**config.mk**
```make
export PLATFORM = sky130hd
export DESIGN_NAME = stream_mac_flat
export DESIGN_NICKNAME = d
export VERILOG_FILES = /design/src/rtl/stream_mac_if.sv /design/src/rtl/stream_mac.sv /design/src/flat_wrapper.sv
export SDC_FILE = /design/constraint.sdc
export NUM_CORES = 1
export LEC_CHECK = 0
export CORE_MARGIN = 5
export CORE_UTILIZATION = 50
export CTS_BUF_LIST = sky130_fd_sc_hd__clkbuf_8
export DETAILED_ROUTE_END_ITERATION = 16
export PLACE_DENSITY = 0.68
export SLEW_MARGIN = 20
export SYNTH_ARGS = -nofsm -noshare
export SYNTH_HDL_FRONTEND = slang
export SYNTH_SLANG_ARGS = --single-unit
```
**constraint.sdc**
```tcl
create_clock -name clk -period 4.1 [get_ports clk]
set_input_delay 0.82 -clock clk [delete_from_list [all_inputs] [get_ports clk]]
set_output_delay 0.82 -clock clk [all_outputs]
set_load 0.005 [all_outputs]
```
**src/rtl/stream_mac_if.sv**
```systemverilog
// stream_mac_if
//   Bundles the job-control, input-beat and result handshake signals of the
//   stream_mac block.
//   master : job issuer / upstream streamer / downstream consumer side
//            (drives start, length, ivalid, dataa, datab, oready)
//   slave  : the MAC itself
//            (drives iready, ovalid, result, busy, overflow)
interface stream_mac_if #(
   parameter int DWIDTH = 8,
   parameter int AWIDTH = 32
);
   logic                     start;
   logic [31:0]              length;
   logic                     ivalid;
   logic                     iready;
   logic signed [DWIDTH-1:0] dataa;
   logic signed [DWIDTH-1:0] datab;
   logic                     ovalid;
   logic                     oready;
   logic signed [AWIDTH-1:0] result;
   logic                     busy;
   logic                     overflow;

   modport master (
      output start, length, ivalid, dataa, datab, oready,
      input  iready, ovalid, result, busy, overflow
   );

   modport slave (
      input  start, length, ivalid, dataa, datab, oready,
      output iready, ovalid, result, busy, overflow
   );
endinterface

```
**src/rtl/stream_mac.sv**
```systemverilog
// stream_mac
//   Saturating multiply-accumulate over a programmable number of signed
//   sample/coefficient pairs.  A START pulse in IDLE latches the job length;
//   beats are multiplied into a product register (stage 1) and summed into
//   a saturating accumulator one edge later (stage 2).  The final sum is
//   offered on a valid/ready result port.
//   clk   : single clock, rising edge
//   rst_n : asynchronous active-low reset, clears all state
//   s     : stream_mac_if slave port (start/length, ivalid/iready/dataa/datab,
//           ovalid/oready/result, busy, overflow)
module stream_mac #(
   parameter int DWIDTH = 8,
   parameter int AWIDTH = 32
) (
   input  logic         clk,
   input  logic         rst_n,
   stream_mac_if.slave  s
);

   typedef enum logic [1:0] {
      ST_IDLE  = 2'd0,
      ST_ACC   = 2'd1,
      ST_FLUSH = 2'd2,
      ST_OUT   = 2'd3
   } state_e;

   state_e                     state_q, state_d;
   logic [31:0]                len_q, len_d;
   logic [31:0]                cnt_q, cnt_d;
   logic signed [2*DWIDTH-1:0] prod_q, prod_d;
   logic                       prod_vld_q, prod_vld_d;
   logic signed [AWIDTH-1:0]   acc_q, acc_d;
   logic                       ovf_q, ovf_d;
   logic [AWIDTH:0]            sat_s;

   // Returns {clamped, value}: acc + sign-extended prod evaluated one bit
   // wider than the accumulator, clamped to the signed AWIDTH range.
   function automatic logic [AWIDTH:0] sat_add(
      input logic signed [AWIDTH-1:0]   acc,
      input logic signed [2*DWIDTH-1:0] prod
   );
      logic signed [AWIDTH:0] sum;
      sum = (AWIDTH+1)'(acc) + (AWIDTH+1)'(prod);
      // The two top bits disagree only when the true sum left the AWIDTH range.
      if (sum[AWIDTH] != sum[AWIDTH-1]) begin
         if (sum[AWIDTH]) begin
            sat_add = {1'b1, 1'b1, {(AWIDTH-1){1'b0}}};
         end else begin
            sat_add = {1'b1, 1'b0, {(AWIDTH-1){1'b1}}};
         end
      end else begin
         sat_add = {1'b0, sum[AWIDTH-1:0]};
      end
   endfunction

   // State and datapath registers.
   always_ff @(posedge clk or negedge rst_n) begin
      if (!rst_n) begin
         state_q    <= ST_IDLE;
         len_q      <= 32'd0;
         cnt_q      <= 32'd0;
         prod_q     <= '0;
         prod_vld_q <= 1'b0;
         acc_q      <= '0;
         ovf_q      <= 1'b0;
      end else begin
         state_q    <= state_d;
         len_q      <= len_d;
         cnt_q      <= cnt_d;
         prod_q     <= prod_d;
         prod_vld_q <= prod_vld_d;
         acc_q      <= acc_d;
         ovf_q      <= ovf_d;
      end
   end

   // Next-state and datapath update.
   always_comb begin
      state_d    = state_q;
      len_d      = len_q;
      cnt_d      = cnt_q;
      prod_d     = prod_q;
      prod_vld_d = prod_vld_q;
      acc_d      = acc_q;
      ovf_d      = ovf_q;
      sat_s      = sat_add(acc_q, prod_q);
      case (state_q)
         ST_IDLE: begin
            if (s.start) begin
               len_d      = s.length;
               cnt_d      = 32'd0;
               acc_d      = '0;
               ovf_d      = 1'b0;
               prod_vld_d = 1'b0;
               if (s.length == 32'd0) begin
                  state_d = ST_OUT;
               end else begin
                  state_d = ST_ACC;
               end
            end else begin
               state_d = ST_IDLE;
            end
         end
         ST_ACC: begin
            // Stage 2 consumes the product captured on the previous edge.
            if (prod_vld_q) begin
               acc_d = sat_s[AWIDTH-1:0];
               ovf_d = ovf_q | sat_s[AWIDTH];
            end else begin
               acc_d = acc_q;
            end
            if (s.ivalid) begin
               prod_d     = (2*DWIDTH)'(s.dataa) * (2*DWIDTH)'(s.datab);
               prod_vld_d = 1'b1;
               cnt_d      = cnt_q + 32'd1;
               if (cnt_q == len_q - 32'd1) begin
                  state_d = ST_FLUSH;
               end else begin
                  state_d = ST_ACC;
               end
            end else begin
               prod_vld_d = 1'b0;
            end
         end
         ST_FLUSH: begin
            if (prod_vld_q) begin
               acc_d = sat_s[AWIDTH-1:0];
               ovf_d = ovf_q | sat_s[AWIDTH];
            end else begin
               acc_d = acc_q;
            end
            prod_vld_d = 1'b0;
            state_d    = ST_OUT;
         end
         ST_OUT: begin
            if (s.oready) begin
               state_d = ST_IDLE;
            end else begin
               state_d = ST_OUT;
            end
         end
         default: begin
            state_d = ST_IDLE;
         end
      endcase
   end

   // Port outputs: handshake flags decode the state register only.
   always_comb begin
      s.result   = acc_q;
      s.overflow = ovf_q;
      case (state_q)
         ST_IDLE: begin
            s.iready = 1'b0;
            s.ovalid = 1'b0;
            s.busy   = 1'b0;
         end
         ST_ACC: begin
            s.iready = 1'b1;
            s.ovalid = 1'b0;
            s.busy   = 1'b1;
         end
         ST_FLUSH: begin
            s.iready = 1'b0;
            s.ovalid = 1'b0;
            s.busy   = 1'b1;
         end
         ST_OUT: begin
            s.iready = 1'b0;
            s.ovalid = 1'b1;
            s.busy   = 1'b1;
         end
         default: begin
            s.iready = 1'b0;
            s.ovalid = 1'b0;
            s.busy   = 1'b0;
         end
      endcase
   end

endmodule

```
**src/flat_wrapper.sv**
```systemverilog
// flat-port wrapper written by rule: the top's interface ports become plain ports
module stream_mac_flat 
#(
   parameter int DWIDTH = 8,
   parameter int AWIDTH = 32
)
  (clk, rst_n, s_start, s_length, s_ivalid, s_dataa, s_datab, s_oready, s_iready, s_ovalid, s_result, s_busy, s_overflow);
  stream_mac_if #(.DWIDTH(DWIDTH), .AWIDTH(AWIDTH)) s_i ();
  input  logic clk;
  input  logic rst_n;
  input wire logic [$bits(s_i.start)-1:0] s_start;
  input wire logic [$bits(s_i.length)-1:0] s_length;
  input wire logic [$bits(s_i.ivalid)-1:0] s_ivalid;
  input wire logic [$bits(s_i.dataa)-1:0] s_dataa;
  input wire logic [$bits(s_i.datab)-1:0] s_datab;
  input wire logic [$bits(s_i.oready)-1:0] s_oready;
  output wire logic [$bits(s_i.iready)-1:0] s_iready;
  output wire logic [$bits(s_i.ovalid)-1:0] s_ovalid;
  output wire logic [$bits(s_i.result)-1:0] s_result;
  output wire logic [$bits(s_i.busy)-1:0] s_busy;
  output wire logic [$bits(s_i.overflow)-1:0] s_overflow;
  assign s_i.start = s_start;
  assign s_i.length = s_length;
  assign s_i.ivalid = s_ivalid;
  assign s_i.dataa = s_dataa;
  assign s_i.datab = s_datab;
  assign s_i.oready = s_oready;
  assign s_iready = s_i.iready;
  assign s_ovalid = s_i.ovalid;
  assign s_result = s_i.result;
  assign s_busy = s_i.busy;
  assign s_overflow = s_i.overflow;
  stream_mac #(.DWIDTH(DWIDTH), .AWIDTH(AWIDTH)) u_core (.clk(clk), .rst_n(rst_n), .s(s_i));
endmodule
```
==> results.txt, run 1 <==
Synth area leader -> dfrtp_1
Clk Latency, worst-skew pair -> 0.44 ns
Area Overhead vs Synth -> 22.4%
root buffer cell -> clkbuf_8
worst vdd ir -> 0.000514 V
CP Data Required Time -> 4.47 ns
I/O Buffers -> 88
Cell Rows -> 52
fin worst setup slack -> -0.246 ns
Post-Syn Area -> 10,200 um2
initial antenna violation count -> 0
Mapped Cells -> 1,149
CTS Sinks -> 116
first-pass GRT wire length -> 42,100 um
Avg Cell Area, Syn -> 8.84 um2
Setup WS pre-CTS -> -1.21 ns
Syn Nets -> 1,326
count of cell types in the netlist -> 62
Detailed Route WL -> 24,600 um
Leak -> 5.70 nW
setup violators final -> 5
total power draw -> 8.19 mW
Core Util, Final -> 61.8%
critical path's most frequent cell -> fa_1
vias in the first global route -> 8,683
core area -> 20,100 um2
failing checks -> negative setup slack
clk slew on worst S/H paths -> 0.07 ns
Critical Path End Type -> flop
CTS Buf Count -> 17
Nets -> 1,470
synth top area cells -> dfrtp_1, fa_1, ha_1, xnor2_1, mux2_2
yosys warns -> 0
GR Util All Layers -> 21.6%
fillers -> 1,706
Power Dens Cells -> 659 nW/um2
max capacitance violation total -> 0
Top Ports -> 89
gr ovfl total -> 0
Max Freq -> 230 MHz
drt wl/cell -> 15.6 um
multi-input logic area -> 6960 um2
detailed-route via count -> 8,559
Crit Path Max Fanout -> 4
Async SR Flop Fraction -> 100%
drt first pass iters -> 6
diodes inserted -> 0
Crit path largest cell delay -> 0.55 ns
Die H -> 152 um
Startpoint Class -> input pin
Die Area -> 23,300 um2
worst-margin pin slew -> 0.700 ns
crit path kind -> input pin to flop
share of cells above drive strength 1 -> 16.6%
Final Hold Viols -> 0
hold buffer count at cts -> 0
Synth Flop Type -> dfrtp_1
worst rel slew slack -> 52.9%
Final period util -> 106%
register bit count reported by yosys -> 116
Min Hold Slack -> 0.384 ns
starting density of the core -> 50.5%
crit path cell chain -> buf_8 > and2_4 > fa_1 > inv_2 > fa_1 > inv_2 > fa_1 > inv_1 > fa_1 > inv_2 > ha_4 > o21ai_4 > a21boi_4 > o21ai_2 > a21boi_2 > o21ai_2 > a21oi_2 > or4_1 > nand3_1
Hold WC Path Type -> input pin to asynchronous set/reset pin
sequential-to-total area share from yosys stat -> 28.6%
Slew Limit Fails -> 0
H-tree levels -> 4
HPWL Detailed -> 19,200 um
Critical Path AT -> 4.71 ns
final worst path period need -> 4.35 ns
Post-synth EDFFs -> 0
Die Wd -> 152 um
Final GP Congestion -> 0.870
Worst path slowest cell -> fa_1
via/cell ratio -> 5.43
DR DRC count -> 0
RSZ-0062 raised after global routing -> yes
maximum root-to-sink buffer count -> 2
Yosys top cell area share -> 28.6%
drt first-iter violations -> 459
sequential cell area -> 2900 um2
largest net degree at the start of global routing -> 47
CTS tree -> yes
Antenna Nets Post-Route -> 0
final clock skew -> 0.0141 ns
outcome -> complete, but fails checks
-- layout make-up --
cell class | instances | area share, %
clock buffer | 17 | 1.88
clock inverter | 15 | 1.54
inverter | 109 | 3.31
multi-input combinational | 890 | 56.0
sequential | 116 | 23.4
tap | 270 | 2.72
timing repair buffer | 159 | 11.2
-- where the power goes --
part | total, mW | internal [mW] | switching (mW) | leakage [nW]
sequential | 1.98 | 1.52 | 0.457 | 1.49
combinational | 5.06 | 2.45 | 2.62 | 4.00
clock | 1.15 | 0.655 | 0.493 | 0.202
total | 8.19 | 4.62 | 3.57 | 5.70
-- registers in the layout, summed over array words and instances, names as in the netlist --
name,count
u_core.cnt_q,32
u_core.prod_q,16
u_core.prod_vld_q,1
u_core.s.overflow,1
u_core.state_q,2
u_core.s.result,32
u_core.len_q,32
-- worst max-delay path, delay by kind of cell --
kind / cells / cell delay [ns]
and+or+nand+nor: 3 / 0.62
AOI/OAI and AO/OA: 6 / 0.64
adders and majority gates: 5 / 2.34
buffers and inverters: 5 / 0.28
-- cell usage in the layout (no fill, tap or decap), types with 6 or more instances in the layout --
cell	netlist	final
ha_4	0	8
buf_4	0	70
nor3_1	25	25
a211oi_1	8	8
mux2_2	39	39
and3_1	16	16
o21ai_0	72	64
a21o_1	14	14
nor2_1	97	97
xnor2_1	54	53
nor2b_1	16	13
inv_1	109	101
o21bai_1	6	6
clkinvlp_4	0	6
clkbuf_8	0	17
or4_1	9	9
dfrtp_1	116	116
nand4_1	13	13
or3_1	13	13
inv_2	0	9
xor2_1	47	46
nor4_1	13	13
fa_1	56	53
a21oi_1	50	46
and2_4	0	8
buf_2	1	8
a31oi_1	9	8
clkdlybuf4s50_1	0	71
mux2i_1	8	8
o21ai_1	7	10
ha_1	68	58
and2_1	44	36
o21a_1	8	8
nand2_1	99	96
nand3_1	29	29
nand2b_1	8	7
-- cell usage after synthesis (13+ instances only) --
cell type and count:
mux2_2 39, a21o_1 14, nand4_1 13, fa_1 56, a21oi_1 50, and2_1 44, clkbuf_1 31, ha_1 68
nand3_1 29, dfrtp_1 116, o21ai_0 72, nor3_1 25, nor4_1 13, and3_1 16, nor2b_1 16, xnor2_1 54
nand2_1 99, or3_1 13, xor2_1 47, inv_1 109, nor2_1 97
-- path summary, 6_finish.rpt --
path | startpoint | to | slack (ns) | cells past startpoint
setup / recovery | s_datab[2] | u_core.prod_q[14]$_DFFE_PN0P_ | -0.25 | 19
hold / removal | rst_n | u_core.len_q[18]$_DFFE_PN0P_ | 0.38 | 1
setup reg to reg | u_core.len_q[4]$_DFFE_PN0P_ | u_core.state_q[0]$_DFFE_PN0P_ | 0.57 | 9
hold reg to reg | u_core.prod_q[10]$_DFFE_PN0P_ | u_core.prod_q[10]$_DFFE_PN0P_ | 0.50 | 2
max in group asynchronous | rst_n | u_core.s.result[15]$_DFFE_PN0P_ | 2.80 | 2
min in group clk | u_core.prod_q[10]$_DFFE_PN0P_ | u_core.prod_q[10]$_DFFE_PN0P_ | 0.50 | 2
-- repair_timing --
item,4_1_cts,5_1_grt
buffers inserted,4,3
endpoints found under the setup margin,9,6
pin swaps,33,13
gates resized for setup,111,15
-- kinds of logic (layout without fill, tap and decap cells) --
family                     count (synthesis)  in the layout  share of synthesized area [%]
AOI/OAI and AO/OA                        216            216                           13.1
DFF                                      116            116                           28.6
muxes                                     48             48                           5.23
adders and majority gates                124            124                           19.4
buffers and inverters                    143            300                           5.30
and+or+nand+nor                          401            401                           19.6
xor gates and xnor gates                 101            101                           8.71
-- layer usage --
layer,global-route usage (%),routed length (um)
met1,29.1,11200
met3,4.17,877
met5,0,0
met4,6.58,539
met2,35.7,12000
-- per-stage QoR --
step | setup TNS, ns | std cells | instance area [um2]
after floorplan | -1.51 | 1149 | 10200
after global placement | -8.45 | 1538 | 11800
after detailed placement | -9.04 | 1538 | 11800
after CTS | -0.705 | 1574 | 12400
after global routing | -1.44 | 1576 | 12400
final | -0.758 | 1576 | 12400
(Power assumes the default switching activity.)
==> inputs of run 2 (changes only) <==
CTS_CLUSTER_DIAMETER = 150   (was not set)
PLACE_DENSITY = 0.81   (was 0.68)
==> run 2 against run 1 <==
Compared with the run above:
- the run still ends with negative setup slack left
- first-iteration DRC count grew 6.5%
- via count up 2.5%
- sequential share of layout area decreased by 0.11 points
- utilization is 0.30 points higher
- critical path depth rose by 1
- setup slack lost 0.047 ns
- combinational power rose by 3%
- cell count is essentially flat
- sequential power about the same
- register-to-register slack worse by 0.15 ns
- die area is the same
- non-clock buffer count unchanged
- critical endpoint unchanged
- largest power group unchanged
==> results.txt, run 2 (synthesis results as in run 1) <==
outcome -> complete, but fails checks
failing checks -> negative setup slack
Die Wd -> 152 um
Die Area -> 23,300 um2
multi-input logic area -> 7010 um2
via/cell ratio -> 5.57
Cell Rows -> 52
RSZ-0062 raised after global routing -> yes
diodes inserted -> 0
detailed-route via count -> 8,772
drt first pass iters -> 5
crit path kind -> input pin to flop
fin worst setup slack -> -0.293 ns
GR Util All Layers -> 21.5%
Hold WC Path Type -> input pin to asynchronous set/reset pin
worst rel slew slack -> 49.3%
Slew Limit Fails -> 0
cell count after placement -> 1,530
final clock skew -> 0.00979 ns
drt wl/cell -> 15.8 um
first-pass GRT wire length -> 42,200 um
Antenna Nets Post-Route -> 0
most common cell after layout, fill and taps aside -> dfrtp_1
Critical Path End Type -> flop
Placed Area -> 11,700 um2
CTS tree -> yes
drt first-iter violations -> 489
Final GP Congestion -> 0.898
CTS Buf Count -> 17
Crit Path Max Fanout -> 5
Final Hold Viols -> 0
H-tree levels -> 4
most frequent cells in the layout -> dfrtp_1, inv_1, nor2_1, nand2_1, buf_4
Layout Cells excl Fill -> 1,575
largest net degree at the start of global routing -> 61
CTS Sinks -> 116
CP Data Required Time -> 4.48 ns
DR DRC count -> 0
maximum root-to-sink buffer count -> 2
initial antenna violation count -> 0
Area Overhead vs Synth -> 23.0%
sequential cell area -> 2900 um2
clk slew on worst S/H paths -> 0.07 ns
FF-to-FF path depth -> 10
share of cells above drive strength 1 -> 17.9%
Startpoint Class -> input pin
Final period util -> 107%
Max Freq -> 228 MHz
starting density of the core -> 50.5%
fillers -> 1,623
Top Ports -> 89
Detailed Route WL -> 24,900 um
Nets -> 1,470
Die H -> 152 um
Min Hold Slack -> 0.432 ns
core area -> 20,100 um2
Design Area, Final -> 12,500 um2
I/O Buffers -> 88
final worst path period need -> 4.39 ns
worst-margin pin slew -> 0.750 ns
max capacitance violation total -> 0
hold buffer count at cts -> 0
Critical Path AT -> 4.78 ns
Setup WS pre-CTS -> -1.23 ns
worst vdd ir -> 0.000411 V
Leak -> 5.73 nW
setup violators final -> 6
Power Dens Cells -> 670 nW/um2
gr ovfl total -> 0
vias in the first global route -> 8,882
HPWL Detailed -> 18,500 um
Clk Latency, worst-skew pair -> 0.45 ns
root buffer cell -> clkbuf_8
## run 2: per-layer routing
metal,global-route usage (%),up-vias,part of all wire (%)
li1,-,4237,-
met1,27.8,4321,44
met2,37.3,180,51
met3,3.89,34,4.0
met4,5.73,0,1.5
met5,0,-,0
## run 2: metrics by stage
| step | TNS (ns) | total power [mW] | utilization [%] |
|---|---|---|---|
| finish | -1.26 | 8.36 | 62.1 |
| global route | -1.84 | 9.07 | 62.1 |
| CTS | -0.705 | 8.17 | 61.7 |
| detailed placement | -9.10 | 6.72 | 58.3 |
| global placement | -8.24 | 6.57 | 58.3 |
| floorplan | -1.51 | 5.27 | - |
## run 2: cell type report
| class | instances | share of cell area [%] |
|---|---|---|
| tap | 270 | 2.71 |
| clock buffer | 21 | 2.32 |
| inverter | 109 | 3.30 |
| clock inverter | 10 | 1.05 |
| sequential | 116 | 23.3 |
| multi-input combinational | 890 | 56.1 |
| timing repair buffer | 159 | 11.2 |
## run 2: repair_timing
action                     in CTS  in global routing
pin swaps                      55                 30
resized for setup             128                 27
buffers inserted               11                  5
setup endpoints to repair       9                  7
gates cloned                    0                  0
## run 2: worst paths after layout
kind	from	endpoint	slack, ns
worst max-delay path	s_dataa[4]	u_core.prod_q[14]$_DFFE_PN0P_	-0.29
worst min-delay path	rst_n	u_core.len_q[19]$_DFFE_PN0P_	0.43
worst max register to register	u_core.s.result[5]$_DFFE_PN0P_	u_core.s.result[14]$_DFFE_PN0P_	0.42
worst min register to register	u_core.prod_q[0]$_DFFE_PN0P_	u_core.prod_q[0]$_DFFE_PN0P_	0.50
max in group asynchronous	rst_n	u_core.s.result[9]$_DFFE_PN0P_	2.89
min in group clk	u_core.prod_q[0]$_DFFE_PN0P_	u_core.prod_q[0]$_DFFE_PN0P_	0.50
## run 2: critical path, stage by stage
cell	delay, ns
buf_8	0.10
and2_4	0.15
fa_1	0.55
inv_2	0.04
fa_1	0.49
inv_2	0.04
fa_1	0.52
inv_1	0.05
fa_1	0.49
inv_2	0.05
ha_4	0.21
buf_4	0.14
o21ai_4	0.07
a21boi_4	0.08
o21ai_2	0.17
a21boi_2	0.09
o21ai_2	0.16
a21oi_2	0.08
or4_1	0.39
nand3_1	0.08
## run 2: report_power, final
part	internal [mW]	switching, mW
clock network	0.657	0.476
logic	2.50	2.73
registers	1.52	0.469
==> inputs of run 3 (changes only) <==
GPL_ROUTABILITY_DRIVEN = 0   (was not set)
==> run 3 against run 2 <==
Compared with the run above:
- the flow still finishes with violations (negative setup slack)
- die area unchanged
- utilization shrank 0.12 points
- clock-buffer cell count is 3 lower
- setup slack worse by 0.080 ns
- global-route usage up 1.0 points
- critical endpoint is now u_core.prod_q[15]$_DFFE_PN0P_
==> results.txt, run 3 (synthesis results as in run 1) <==
via/cell ratio -> 5.65
Net Switching -> 3.69 mW
CP Data Required Time -> 4.42 ns
total power draw -> 8.24 mW
drt wl/cell -> 16.5 um
Cell Rows -> 52
crit path cell chain -> buf_8 > and2_4 > fa_1 > inv_2 > fa_1 > inv_2 > fa_1 > inv_1 > fa_1 > inv_2 > ha_4 > inv_4 > o21ai_4 > a21oi_2 > o21ai_2 > nand4_1 > a31oi_1 > xnor2_1 > o21ai_1
clk slew on worst S/H paths -> 0.08 ns
share of cells above drive strength 1 -> 17.4%
Design Area, Final -> 12,500 um2
Top Ports -> 89
Clock Power Share -> 13.9%
Critical Path AT -> 4.80 ns
starting density of the core -> 50.5%
Die Area -> 23,300 um2
CTS Buf Count -> 17
Sw Ratio -> 44.7%
gr ovfl total -> 0
detailed-route via count -> 8,902
Slew Limit Fails -> 0
Layout Cells excl Fill -> 1,576
worst rel slew slack -> 42.8%
Area Overhead vs Synth -> 22.7%
drt first-iter violations -> 455
Die Wd -> 152 um
drt first pass iters -> 5
WP depth -> 19
Pint -> 4.55 mW
outcome -> complete, but fails checks
CP bufs+invs -> 6
CTS Sinks -> 116
worst vdd ir -> 0.000356 V
Final period util -> 109%
Crit Path Max Fanout -> 3
Crit path largest cell delay -> 0.58 ns
Die H -> 152 um
Detailed Route WL -> 26,000 um
critical path's most frequent cell -> fa_1
most frequent cells in the layout -> dfrtp_1, nor2_1, inv_1, nand2_1, clkdlybuf4s50_1
TNS Setup -> -1.37 ns
Antenna Nets Post-Route -> 0
crit path kind -> input pin to flop
Comb pwr share -> 61.8%
core area -> 20,100 um2
H-tree levels -> 4
Worst path slowest cell -> fa_1
HPWL Detailed -> 19,100 um
hold buffer count at cts -> 0
RSZ-0062 raised after global routing -> yes
Placed Area -> 11,700 um2
Clk Latency, worst-skew pair -> 0.46 ns
vias in the first global route -> 9,339
final clock skew -> 0.0180 ns
Critical Path End Type -> flop
Power Dens Cells -> 661 nW/um2
setup violators final -> 5
fillers -> 1,578
max capacitance violation total -> 0
sequential fraction of design power -> 24.3%
FF-to-FF path depth -> 11
largest net degree at the start of global routing -> 60
DR DRC count -> 0
root buffer cell -> clkbuf_8
initial antenna violation count -> 0
Startpoint Class -> input pin
Nets -> 1,470
worst-margin pin slew -> 0.858 ns
Max Freq -> 224 MHz
Leak -> 5.71 nW
final worst path period need -> 4.47 ns
first-pass GRT wire length -> 44,000 um
Hold WC Path Type -> input pin to asynchronous set/reset pin
diodes inserted -> 0
Final Hold Viols -> 0
fin worst setup slack -> -0.374 ns
most common cell after layout, fill and taps aside -> dfrtp_1
maximum root-to-sink buffer count -> 2
GR Util All Layers -> 22.5%
cell count after placement -> 1,532
CTS tree -> yes
failing checks -> negative setup slack
I/O Buffers -> 88
cell family with most CP delay -> adder cells
run 3: metal layers:
layer	part of all wire, %	vias up	global-route usage [%]	wire [um]
met3	4.8	68	4.20	1260
met2	50	266	38.3	12900
met4	3.5	0	9.97	916
met5	0	-	0	0
met1	42	4338	28.0	10900
li1	-	4230	-	-
run 3: metrics by stage:
step / hold WS [ns] / util [%] / setup WS [ns]
after floorplan: 0.453 / - / -0.473
after global placement: 0.470 / 58.4 / -1.14
after detailed placement: 0.491 / 58.4 / -1.29
after CTS: 0.457 / 61.5 / -0.331
after global routing: 0.514 / 62.0 / -0.455
final: 0.445 / 62.0 / -0.374
run 3: worst reg2reg max path: cells and delay by family (launching register included):
family / cells / cell delay (ns)
and+or+nand+nor: 2 / 0.64
muxes: 1 / 0.26
AOI/OAI and AO/OA: 6 / 1.57
adders and majority gates: 2 / 0.64
DFF: 1 / 0.40
run 3: final timing paths:
path	start	endpoint	slack, ns
max	s_dataa[5]	u_core.prod_q[15]$_DFFE_PN0P_	-0.37
min	rst_n	u_core.len_q[20]$_DFFE_PN0P_	0.45
max reg2reg	u_core.prod_q[0]$_DFFE_PN0P_	u_core.s.result[15]$_DFFE_PN0P_	0.42
min reg2reg	u_core.prod_q[9]$_DFFE_PN0P_	u_core.prod_q[9]$_DFFE_PN0P_	0.51
max in group asynchronous	rst_n	u_core.s.result[1]$_DFFE_PN0P_	2.87
min in group clk	u_core.prod_q[9]$_DFFE_PN0P_	u_core.prod_q[9]$_DFFE_PN0P_	0.51
run 3: layout make-up:
| type | count | area, um2 | area share (%) |
|---|---|---|---|
| Clock buffer | 18 | 248 | 1.99 |
| Inverter | 109 | 412 | 3.30 |
| Clock inverter | 14 | 175 | 1.41 |
| Sequential cell | 116 | 2900 | 23.3 |
| Tap cell | 270 | 338 | 2.71 |
| Timing Repair Buffer | 159 | 1420 | 11.4 |
| Multi-Input combinational cell | 890 | 6970 | 55.9 |
run 3: timing repair:
item | CTS | global route
gates resized for setup | 124 | 23
pin swaps | 57 | 27
endpoints found under the setup margin | 9 | 7
buffers inserted | 9 | 3
gates cloned | 0 | 0
run 3: power by group through the flow:
stage | Combinational (mW) | Sequential (mW) | Clock (mW)
2_1_floorplan | 3.42 | 1.85 | 0
3_3_place_gp | 4.56 | 1.99 | 0
3_5_place_dp | 4.73 | 2.00 | 0
4_1_cts | 4.92 | 1.99 | 1.16
5_1_grt | 5.68 | 2.06 | 1.21
6_report | 5.09 | 2.00 | 1.15
